`src/rtl/mem_ram_param.sv`:
```
// Parametrised single-port synchronous RAM with byte enables, registered read and a hardware clear sequencer.
// Optional per-byte even parity with a bit-flip injection hook is enabled by defining MEM_RAM_PARITY_EN.
module mem_ram_param #(
    parameter int DATA_W = 32,
    parameter int DEPTH  = 16,
    parameter int ADDR_W = $clog2(DEPTH),
    parameter int BE_W   = DATA_W / 8
) (
    input  logic              clk,
    input  logic              rst,
    input  logic              clr,
    input  logic              en_wr,
    input  logic              en_rd,
    input  logic [ADDR_W-1:0] addr,
    input  logic [DATA_W-1:0] d_in,
    input  logic [BE_W-1:0]   be,
    output logic [DATA_W-1:0] d_out,
    output logic              rd_valid,
    output logic              busy,
    output logic              addr_err,
    output logic              par_err
);

    typedef enum logic {CLEAR, IDLE} state_t;

    localparam logic [ADDR_W-1:0] PTR_LAST = ADDR_W'(DEPTH - 1);
    localparam logic [ADDR_W:0]   DEPTH_X  = (ADDR_W + 1)'(DEPTH);

    state_t            state;
    logic [ADDR_W-1:0] ptr;
    logic [DATA_W-1:0] mem [DEPTH];
    logic              accept;
    logic              in_range;
    logic              do_wr;
    logic              do_rd;

    // Requests are only honoured in IDLE and never on the edge that samples clr.
    assign accept   = (state == IDLE) && !clr;
    assign in_range = {1'b0, addr} < DEPTH_X;
    assign do_wr    = accept && en_wr && in_range;
    assign do_rd    = accept && en_rd;

`ifdef MEM_RAM_PARITY_EN
    logic [BE_W-1:0] par_mem [DEPTH];
    bit                        flip_tgl;
    bit                        flip_seen;
    bit [ADDR_W-1:0]           flip_a;
    bit [$clog2(DATA_W)-1:0]   flip_b;

    function automatic logic [BE_W-1:0] byte_parity(input logic [DATA_W-1:0] w);
        logic [BE_W-1:0] p;
        for (int i = 0; i < BE_W; i++) p[i] = ^w[8*i +: 8];
        return p;
    endfunction

    // Test hook reached only by hierarchical call: flips one stored data bit on the next clock edge.
    task automatic inject_flip(input logic [ADDR_W-1:0] a, input logic [$clog2(DATA_W)-1:0] b);
        flip_a   = a;
        flip_b   = b;
        flip_tgl = ~flip_tgl;
    endtask
`endif

    always_ff @(posedge clk or negedge rst) begin
        if (!rst) begin
            state <= CLEAR;
            ptr   <= '0;
            busy  <= 1'b1;
        end else begin
            case (state)
                CLEAR: begin
                    ptr <= ptr + ADDR_W'(1);
                    if (ptr == PTR_LAST) begin
                        state <= IDLE;
                        busy  <= 1'b0;
                        ptr   <= '0;
                    end
                end
                IDLE: begin
                    if (clr) begin
                        state <= CLEAR;
                        ptr   <= '0;
                        busy  <= 1'b1;
                    end
                end
                default: begin
                    state <= CLEAR;
                    ptr   <= '0;
                    busy  <= 1'b1;
                end
            endcase
        end
    end

    // Array write port: clear sequencer has priority, then byte-enabled writes.
    always_ff @(posedge clk) begin
        if (state == CLEAR) begin
            mem[ptr] <= '0;
`ifdef MEM_RAM_PARITY_EN
            par_mem[ptr] <= '0;
`endif
        end else if (do_wr) begin
            for (int i = 0; i < BE_W; i++) begin
                if (be[i]) begin
                    mem[addr][8*i +: 8] <= d_in[8*i +: 8];
`ifdef MEM_RAM_PARITY_EN
                    par_mem[addr][i] <= ^d_in[8*i +: 8];
`endif
                end
            end
        end
`ifdef MEM_RAM_PARITY_EN
        if (flip_tgl != flip_seen) begin
            flip_seen            <= flip_tgl;
            mem[flip_a][flip_b]  <= ~mem[flip_a][flip_b];
        end
`endif
    end

    // Read port: array sampled before this edge's write, giving read-before-write.
    always_ff @(posedge clk or negedge rst) begin
        if (!rst) begin
            d_out    <= '0;
            rd_valid <= 1'b0;
            addr_err <= 1'b0;
            par_err  <= 1'b0;
        end else begin
            rd_valid <= do_rd;
            addr_err <= accept && (en_wr || en_rd) && !in_range;
            if (do_rd) d_out <= in_range ? mem[addr] : '0;
`ifdef MEM_RAM_PARITY_EN
            par_err <= do_rd && in_range && (byte_parity(mem[addr]) != par_mem[addr]);
`else
            par_err <= 1'b0;
`endif
        end
    end

endmodule

```
`config.mk`:
```
export PLATFORM = sky130hd
export DESIGN_NAME = mem_ram_param
export DESIGN_NICKNAME = d
export VERILOG_FILES = /design/src/rtl/mem_ram_param.sv
export SDC_FILE = /design/constraint.sdc
export NUM_CORES = 1
export LEC_CHECK = 0
export BUFFER_PORTS_ARGS = -buffer_cell sky130_fd_sc_hd__buf_2
export CAP_MARGIN = 20
export CORE_AREA = 2 2 233 178
export DETAILED_ROUTE_END_ITERATION = 8
export DIE_AREA = 0 0 235 180
export GPL_ROUTABILITY_DRIVEN = 0
export PLACE_DENSITY_LB_ADDON = 0.15
export SLEW_MARGIN = 20
export SYNTH_ARGS = -nofsm -noshare
export SYNTH_HDL_FRONTEND = slang
export SYNTH_SLANG_ARGS = --single-unit
export TNS_END_PERCENT = 50
```
`constraint.sdc`:
```
create_clock -name clk -period 2.59 [get_ports clk]
set_input_delay 0.518 -clock clk [delete_from_list [all_inputs] [get_ports clk]]
set_output_delay 0.518 -clock clk [all_outputs]
set_load 0.02 [all_outputs]
```
# == Word-level counts from Yosys, hierarchy flattened ==
# Memory sizes are Yosys's and may differ from the RTL's. A register that Yosys moved wholly into a read port is not among the register bits.
# Index checks and enable logic that the tools add are counted.
# totals
romBits,0
reg_bits,7
inputBits,45
latchBits,0
ramBits,512
mem_count,1
elab_cells,46
# classes
order_cmp,0
bitwise,1
reduce_logical,7
div,0
eq_ne,3
shifts,0
n_mul,0
mux,29
add_sub_neg,1
# memory_table
memory,depth,word_bits,read_ports,rd_ports_with_merged_regs,write_ports,line,rtl
mem,16,32,1,1,1,31,logic [DATA_W-1:0] mem [DEPTH];
# op_table
op,count
32-bit two-way mux,1
32-bit OR reduction,1
1-bit two-way mux,21
4-bit two-way mux,4
4-bit one-hot mux with 2 select lines,1
4-bit by 1-bit adder with 4-bit output (second input constant),1
4-bit equality test (second input constant),1
2-bit != test (second input constant),2
1-bit one-hot mux with 2 select lines,2
1-bit logical AND,3
1-bit zero test,2
2-bit AND reduction,1
1-bit NOT,1

# == Logic depth before layout (Yosys ltp) ==
# Gate-level depths: netlist of the first run.
# logic_depth
depth_word,8
depth_mapped,8
ltp_nobuf,5

# == Least setup slack after synthesis of the first run ==
# No wires, ideal clock.
# synth_path
path_type,input to register
from,in be[0]
to,mem mem[4][0] (enable)
arrival_time_ps,2519
path_slack_ps,-312
required_time_ps,2207
path_stages,7
path_cell_list,or4_4 > and3_1 > buf_6 > buf_6 > mux2i_4 > buf_4 > nor3_1
# synth_via
elab_chain_cells,6
# synth_rtl
element,line,rtl
from (decl),16,"input logic [BE_W-1:0] be,"
1-bit two-way mux (*),104,if (be[i]) begin
1-bit two-way mux (*),102,end else if (do_wr) begin
1-bit two-way mux (*),97,if (state == CLEAR) begin
1-bit two-way mux (implied by the code) (*),105,mem[addr][8*i +: 8] <= d_in[8*i +: 8];
32-bit OR reduction (no source line),n/a,
4-bit two-way mux (no source line),n/a,
to (decl),31,
# Mark *: on every way between the ends. The rest lies on a longest branch, timed or not.

# == Final worst setup path of the first run ==
# layout_path
from,reg state
to,mem mem[3][23] (enable)
# layout_via
elab_chain_cells,7
# layout_rtl
element,line,rtl
from (decl),29,state_t state;
from (signal assigned),66,state <= CLEAR;
from (signal assigned),74,state <= IDLE;
from (signal assigned),81,state <= CLEAR;
1-bit logical AND,38,assign accept = (state == IDLE) && !clr;
1-bit logical AND,40,assign do_wr = accept && en_wr && in_range;
1-bit two-way mux,102,
1-bit two-way mux,97,
1-bit two-way mux (implied by the code),105,
32-bit OR reduction (no source line),n/a,
4-bit two-way mux (no source line),n/a,
# Several ways; a longest one is shown, not always the timed one.

==> run summary, run 1 <==
status - complete, no violations
largest net degree at the start of global routing - 38
Arr. time, crit path - 2.56 ns
hold slack - 0.348 ns
Final ANT Viol Nets - 0
Most used DFF post-synth - edfxtp_1
Die ar. - 0.0423 mm2
CP required - 2.83 ns
Worst Path Max Fanout - 10
detailed-route wire length per cell - 25.6 um
Tightest Pin Transition - 1.16 ns
initial antenna violation count - 0
HP Class - in2reg
area share of the largest cell type after synthesis - 70.8%
sequential share of the synthesized area - 75.3%
cell area after synthesis - 0.0217 mm2
min cycle time layout - 2.32 ns
ranking of synthesized cells by area - edfxtp_1 71%, mux4_2 6.7%, mux2i_1 5.9%, dfrtp_1 4.4%, a22oi_1 2.1%
clock-pin transition on the worst setup and hold timing paths - 0.06 ns
Post-synth ARST share - 7.08%
RSZ-0062 raised after global routing - false
setup TNS - 0 ns
TritonCTS Buffers - 52
Ys Warns - 0
Setup CP Type - reg2reg
Max Root-Sink Buffers - 3
Peak Freq - 431 MHz
Crit. End Element - flip-flop
DR vias - 11800
die width - 235 um
total track usage - 24.2%
Commonest cells post-synth - 512 x edfxtp_1, 127 x mux2i_1, 65 x mux4_2
Yosys top cell by area - edfxtp_1
power per cell area - 938 mW/mm2
Layout area overhead - 20.1%
CTS HTree Levels - 2
post-synthesis instance total - 1203
Seq cells post-synth - 551
core area - 0.0401 mm2
slew margin rel. - 22.5%
leakage - 9.33 nW
Setup crit start kind - flip-flop
Post-DP HPWL - 33400 um
DR iter-0 viols - 1211
Cell variety after synth - 40
TritonRoute pass-1 iters - 6
vias in the first global route - 11700
I/O Buffers - 78
die height - 180 um
Total Wirelength - 50700 um
clk sinks - 551
TritonCTS clock tree - built
clock root buffer - clkbuf_16
share of layout cells above drive strength 1 - 29.7%
first-pass GRT wire length - 75700 um
drt via density - 5.97
filler cell count - 2784
syn avg cell area - 18.1 um2
num rows - 64
number of flops mapped to enable cells by yosys - 512
worst ir drop on vdd - 0.670 mV
DRC Markers - 0
max cap viols - 0
period utilization - 89.5%
final setup fails - 0
CTS resizes - 0
final hold viol count - 0
Initial Util - 54.2%
boundary pin count - 81
Overflow after GRT - 0
NumNets Final - 1460
Slew Viols, Final - 0
count leader, synth - edfxtp_1
Clock Skew - 0.0198 ns
Worst-Skew Late Latency - 0.58 ns
-- worst max-delay path: stages, from the launching register on --
cell and delay (ns):
dfrtp_1 0.34, and2b_1 0.16, and3_2 0.45, buf_4 0.21
a31oi_4 0.12, buf_12 0.19, buf_4 0.14, nor3_4 0.36
-- routing by layer --
layer  up-vias  GRT usage [%]  part of all wire [%]
met4         0           5.29                   1.8
met3        72           6.14                   8.9
met1      6056           36.9                    44
met2       475           35.8                    45
li1       5245              -                     -
met5         -              0                     0
-- stage by stage --
stage	area (um2)	setup slack [ns]	std cells	power (mW)	utilization, %
4_1_cts	26100	0.247	1983	24.6	65.0
3_5_place_dp	24500	-0.230	1887	17.4	61.0
6_report	26100	0.271	1984	24.5	65.0
3_3_place_gp	24500	-0.248	1887	17.3	61.0
2_1_floorplan	22000	-0.226	1204	14.9	-
5_1_grt	26100	0.167	1983	25.5	65.0
-- kinds of logic after synthesis --
group	count (synthesis)	share of synthesized area, %
AO/OA/AOI/OAI	130	4.16
adder cells (fa/ha/maj)	1	0.0576
AND/OR/NAND/NOR	237	5.56
multiplexers	198	13.1
flip-flops	551	75.3
other	1	0.0173
buffers and inverters	85	1.85
-- sequential cells by signal, summed over array words and instances, names as in the netlist --
name / count
ptr: 4
busy: 1
rd_valid: 1
state: 1
d_out: 32
mem: 512
-- cell usage in the layout, fill, tap and decap left out, types with 4 or more instances in the layout --
cell type | Yosys | final
bufinv_16 | 0 | 4
a22oi_1 | 62 | 62
nor3_2 | 10 | 29
buf_12 | 0 | 49
nor3_1 | 54 | 24
dfrtp_1 | 38 | 38
nor3_4 | 0 | 11
a31oi_1 | 32 | 32
buf_4 | 8 | 111
clkbuf_1 | 45 | 11
edfxtp_1 | 512 | 512
nand2_1 | 60 | 60
clkbuf_16 | 0 | 53
o21ai_0 | 4 | 4
clkinv_2 | 0 | 9
clkinv_1 | 0 | 14
nand4_1 | 23 | 23
nor2_1 | 40 | 38
nor2b_1 | 10 | 7
mux4_2 | 65 | 65
and2_1 | 35 | 35
a21oi_1 | 20 | 20
mux2i_1 | 127 | 127
buf_2 | 25 | 76
-- path summary, 6_finish.rpt --
kind                                  start                     to  slack [ns]  cells past startpoint
hold reg to reg            busy$_DFFE_PN1P_       busy$_DFFE_PN1P_        0.52                      2
setup / recovery            state$_DFF_PN0_   mem[3][23]$_DFFE_PP_        0.27                      7
hold / removal                          clr       busy$_DFFE_PN1P_        0.35                      4
setup reg to reg            state$_DFF_PN0_   mem[3][23]$_DFFE_PP_        0.27                      7
max in group asynchronous               rst       busy$_DFFE_PN1P_        1.70                      3
min in group asynchronous               rst  d_out[15]$_DFFE_PN0P_        0.45                      3
-- timing repair --
| item | 4_1_cts | 5_1_grt |
|---|---|---|
| endpoints found under the hold margin | 31 | 0 |
| buffers inserted | 0 | 0 |
| hold buffers | 1 | 0 |
-- layout make-up --
cell class,count,area (um2),share of cell area [%]
multi-input combinational,568,5220,20.0
tap,528,661,2.53
antenna,1,2.50,0.00959
clock inverter,29,234,0.897
inverter,3,11.3,0.0432
sequential,551,16400,62.7
clock buffer,66,1400,5.35
timing repair buffer,238,2220,8.51
-- report_power, final --
group	internal [mW]	switching (mW)	total, mW
logic	2.04	3.11	5.15
clock network	4.19	3.11	7.30
registers	11.5	0.524	12.0
total	17.7	6.75	24.5
No activity file was read; power rests on OpenSTA's default activity.
==> inputs of run 2 (changes only) <==
==> constraint.sdc (replaced) <==
create_clock -name clk -period 2.59 [get_ports clk]
set_input_delay 0.1295 -clock clk [delete_from_list [all_inputs] [get_ports clk]]
set_output_delay 0.1295 -clock clk [all_outputs]
set_load 0.02 [all_outputs]
==> run 2 against run 1 <==
Hold slack lost 0.23 ns; die area is the same; cell count shrank 2.1%; routed wire length grew 0.39%; global-route usage grew 0.12 points; maximum frequency shrank 3.4%; clock power shrank 2%; sequential power is essentially flat; first-iteration DRC count grew 6.2%; combinational power shrank 11%; core utilization shrank 2.8 points; final area shrank 4.3%; critical path type unchanged.
==> run summary, run 2 (synthesis results as in run 1) <==
die width - 235 um (unchanged)
first-pass GRT wire length - 76100 um (+0.57%)
Initial Util - 54.2% (unchanged)
slew margin rel. - 37.2% (+15 points)
final hold viol count - 0 (unchanged)
CP max stage cell - nor3_2
core area - 0.0401 mm2 (unchanged)
CP required - 2.79 ns (-0.04 ns)
die height - 180 um (unchanged)
CP cell instances - and2b_1 -> buf_4 -> a31oi_1 -> a31oi_4 -> buf_4 -> nor3_2
status - complete, no violations
Clk network pwr share - 30.2% (+0.4 points)
worst ir drop on vdd - 0.709 mV (+5.8%)
clk sinks - 551 (unchanged)
Crit. End Element - flip-flop
Arr. time, crit path - 2.61 ns (+0.05 ns)
Worst Path Max Fanout - 8 (-2)
CTS HTree Levels - 2 (unchanged)
initial antenna violation count - 0 (unchanged)
Slew Viols, Final - 0 (unchanged)
I/O Buffers - 78 (unchanged)
most frequent cells in the layout - 512 x edfxtp_1, 127 x mux2i_1, 115 x buf_4, 76 x buf_2, 65 x mux4_2
Max Root-Sink Buffers - 3 (unchanged)
Power, Total - 23.8 mW (-3.0%)
Final ANT Viol Nets - 0 (unchanged)
DR iter-0 viols - 1286 (+6.2%)
filler cell count - 2917 (+4.8%)
Comb pwr share - 19.2% (-1.9 points)
Peak Freq - 417 MHz (-3.4%)
total track usage - 24.4% (+0.12 points)
register with the most flip-flops - mem
TritonCTS clock tree - built
drt via density - 6.02 (+0.81%)
DRC Markers - 0 (unchanged)
max reg flops - 512 (unchanged)
num rows - 64 (unchanged)
area taken by multi-input logic gates - 0.00499 mm2 (-4.4%)
placed instance area - 0.0234 mm2 (-4.4%)
internal power - 17.2 mW (-3.3%)
Clock Skew - 0.0178 ns (-0.00204 ns)
TritonRoute pass-1 iters - 5 (-1)
max cap viols - 0 (unchanged)
clock-pin transition on the worst setup and hold timing paths - 0.06 ns (about the same)
FF/Latch Area - 0.0164 mm2 (unchanged)
Total Wirelength - 50900 um (+0.39%)
min cycle time layout - 2.40 ns (+0.0821 ns)
share of layout cells above drive strength 1 - 25.4% (-4.2 points)
CP dominant cell by count - buf_4
Setup crit start kind - flip-flop
largest registers - mem (512), d_out (32), ptr (4)
Overflow after GRT - 0 (unchanged)
TritonCTS Buffers - 51 (-1.9%)
Sw Pwr - 6.60 mW (-2.2%)
Tightest Pin Transition - 0.922 ns (-0.233 ns)
power per cell area - 951 mW/mm2 (+1.4%)
Die ar. - 0.0423 mm2 (unchanged)
HP Class - in2reg
hold slack - 0.114 ns (-0.234 ns)
sequential power share - 50.6% (+1.4 points)
period utilization - 92.7% (+3.2 points)
Setup CP Type - reg2reg
Crit path largest cell delay - 0.76 ns (+0.31 ns)
Antenna diodes - 0 (-1)
boundary pin count - 81 (unchanged)
Design Area, Final - 0.0250 mm2 (-4.3%)
leakage - 8.93 nW (-4.3%)
most common cell after layout, fill and taps aside - edfxtp_1
RSZ-0062 raised after global routing - false
DR vias - 11700 (-1.3%)
vias in the first global route - 11500 (-1.2%)
placed insts - 1847 (-2.1%)
Sw Share - 27.8% (+0.21 points)
clock root buffer - clkbuf_16
detailed-route wire length per cell - 26.2 um (+2.5%)
Post-DP HPWL - 32100 um (-3.9%)
Worst-Skew Late Latency - 0.59 ns (about the same)
largest net degree at the start of global routing - 47 (+24%)
Cell Count, Final, Fillers Out - 1943 (-2.1%)
setup TNS - 0 ns (unchanged)
Layout area overhead - 14.9%
final setup fails - 0 (unchanged)
NumNets Final - 1420 (-2.7%)
[run 2: layout make-up]
class	count	share of cell area (%)
sequential	551	65.5
multi-input combinational	568	20.0
inverter	3	0.0451
tap	528	2.65
timing repair buffer	199	5.52
clock inverter	21	0.611
clock buffer	73	5.69
[run 2: path summary, 6_finish.rpt]
kind                                   from               endpoint  slack, ns  cells past startpoint
max in group asynchronous               rst  d_out[23]$_DFFE_PN0P_       1.90                      3
max reg2reg                 state$_DFF_PN0_    mem[7][2]$_DFFE_PP_       0.19                      6
min                                 addr[3]  d_out[21]$_DFFE_PN0P_       0.11                      4
max                         state$_DFF_PN0_    mem[7][2]$_DFFE_PP_       0.19                      6
min in group asynchronous               rst   d_out[0]$_DFFE_PN0P_       0.20                      3
min reg2reg                busy$_DFFE_PN1P_       busy$_DFFE_PN1P_       0.51                      2
[run 2: timing repair]
item / in CTS / in global routing
resized for setup: 0 / 0
setup buffers: 0 / 0
hold endpoints to repair: 40 / 0
hold buffers: 2 / 0
[run 2: stage by stage]
| stage | util [%] | worst slack (ns) |
|---|---|---|
| final | 62.2 | 0.189 |
| after floorplan | - | 0.0763 |
| after detailed placement | 58.3 | -0.0184 |
| after global placement | 58.3 | -0.0172 |
| after global routing | 62.2 | 0.0834 |
| after CTS | 62.2 | 0.174 |
[run 2: per-layer routing]
metal / up-vias / routed length (um) / global-route usage [%]
met5: - / 0 / 0
met4: 0 / 999 / 5.85
met3: 70 / 3670 / 4.48
met2: 487 / 23000 / 36.1
met1: 5994 / 23200 / 37.9
li1: 5146 / - / -
[run 2: power by group through the flow]
| stage | logic [mW] | clock network, mW | registers (mW) |
|---|---|---|---|
| 5_1_grt | 4.86 | 7.60 | 12.2 |
| 2_1_floorplan | 2.34 | 0 | 12.4 |
| 6_report | 4.56 | 7.17 | 12.0 |
| 3_3_place_gp | 4.48 | 0 | 12.2 |
| 4_1_cts | 4.58 | 7.23 | 12.0 |
| 3_5_place_dp | 4.56 | 0 | 12.2 |
[run 2: critical path, delay by kind of cell, from the launching register on]
family	cells	cell delay [ns]
AO/OA/AOI/OAI	2	0.31
flip-flops	1	0.37
buffers and inverters	2	0.40
AND/OR/NAND/NOR	2	0.94
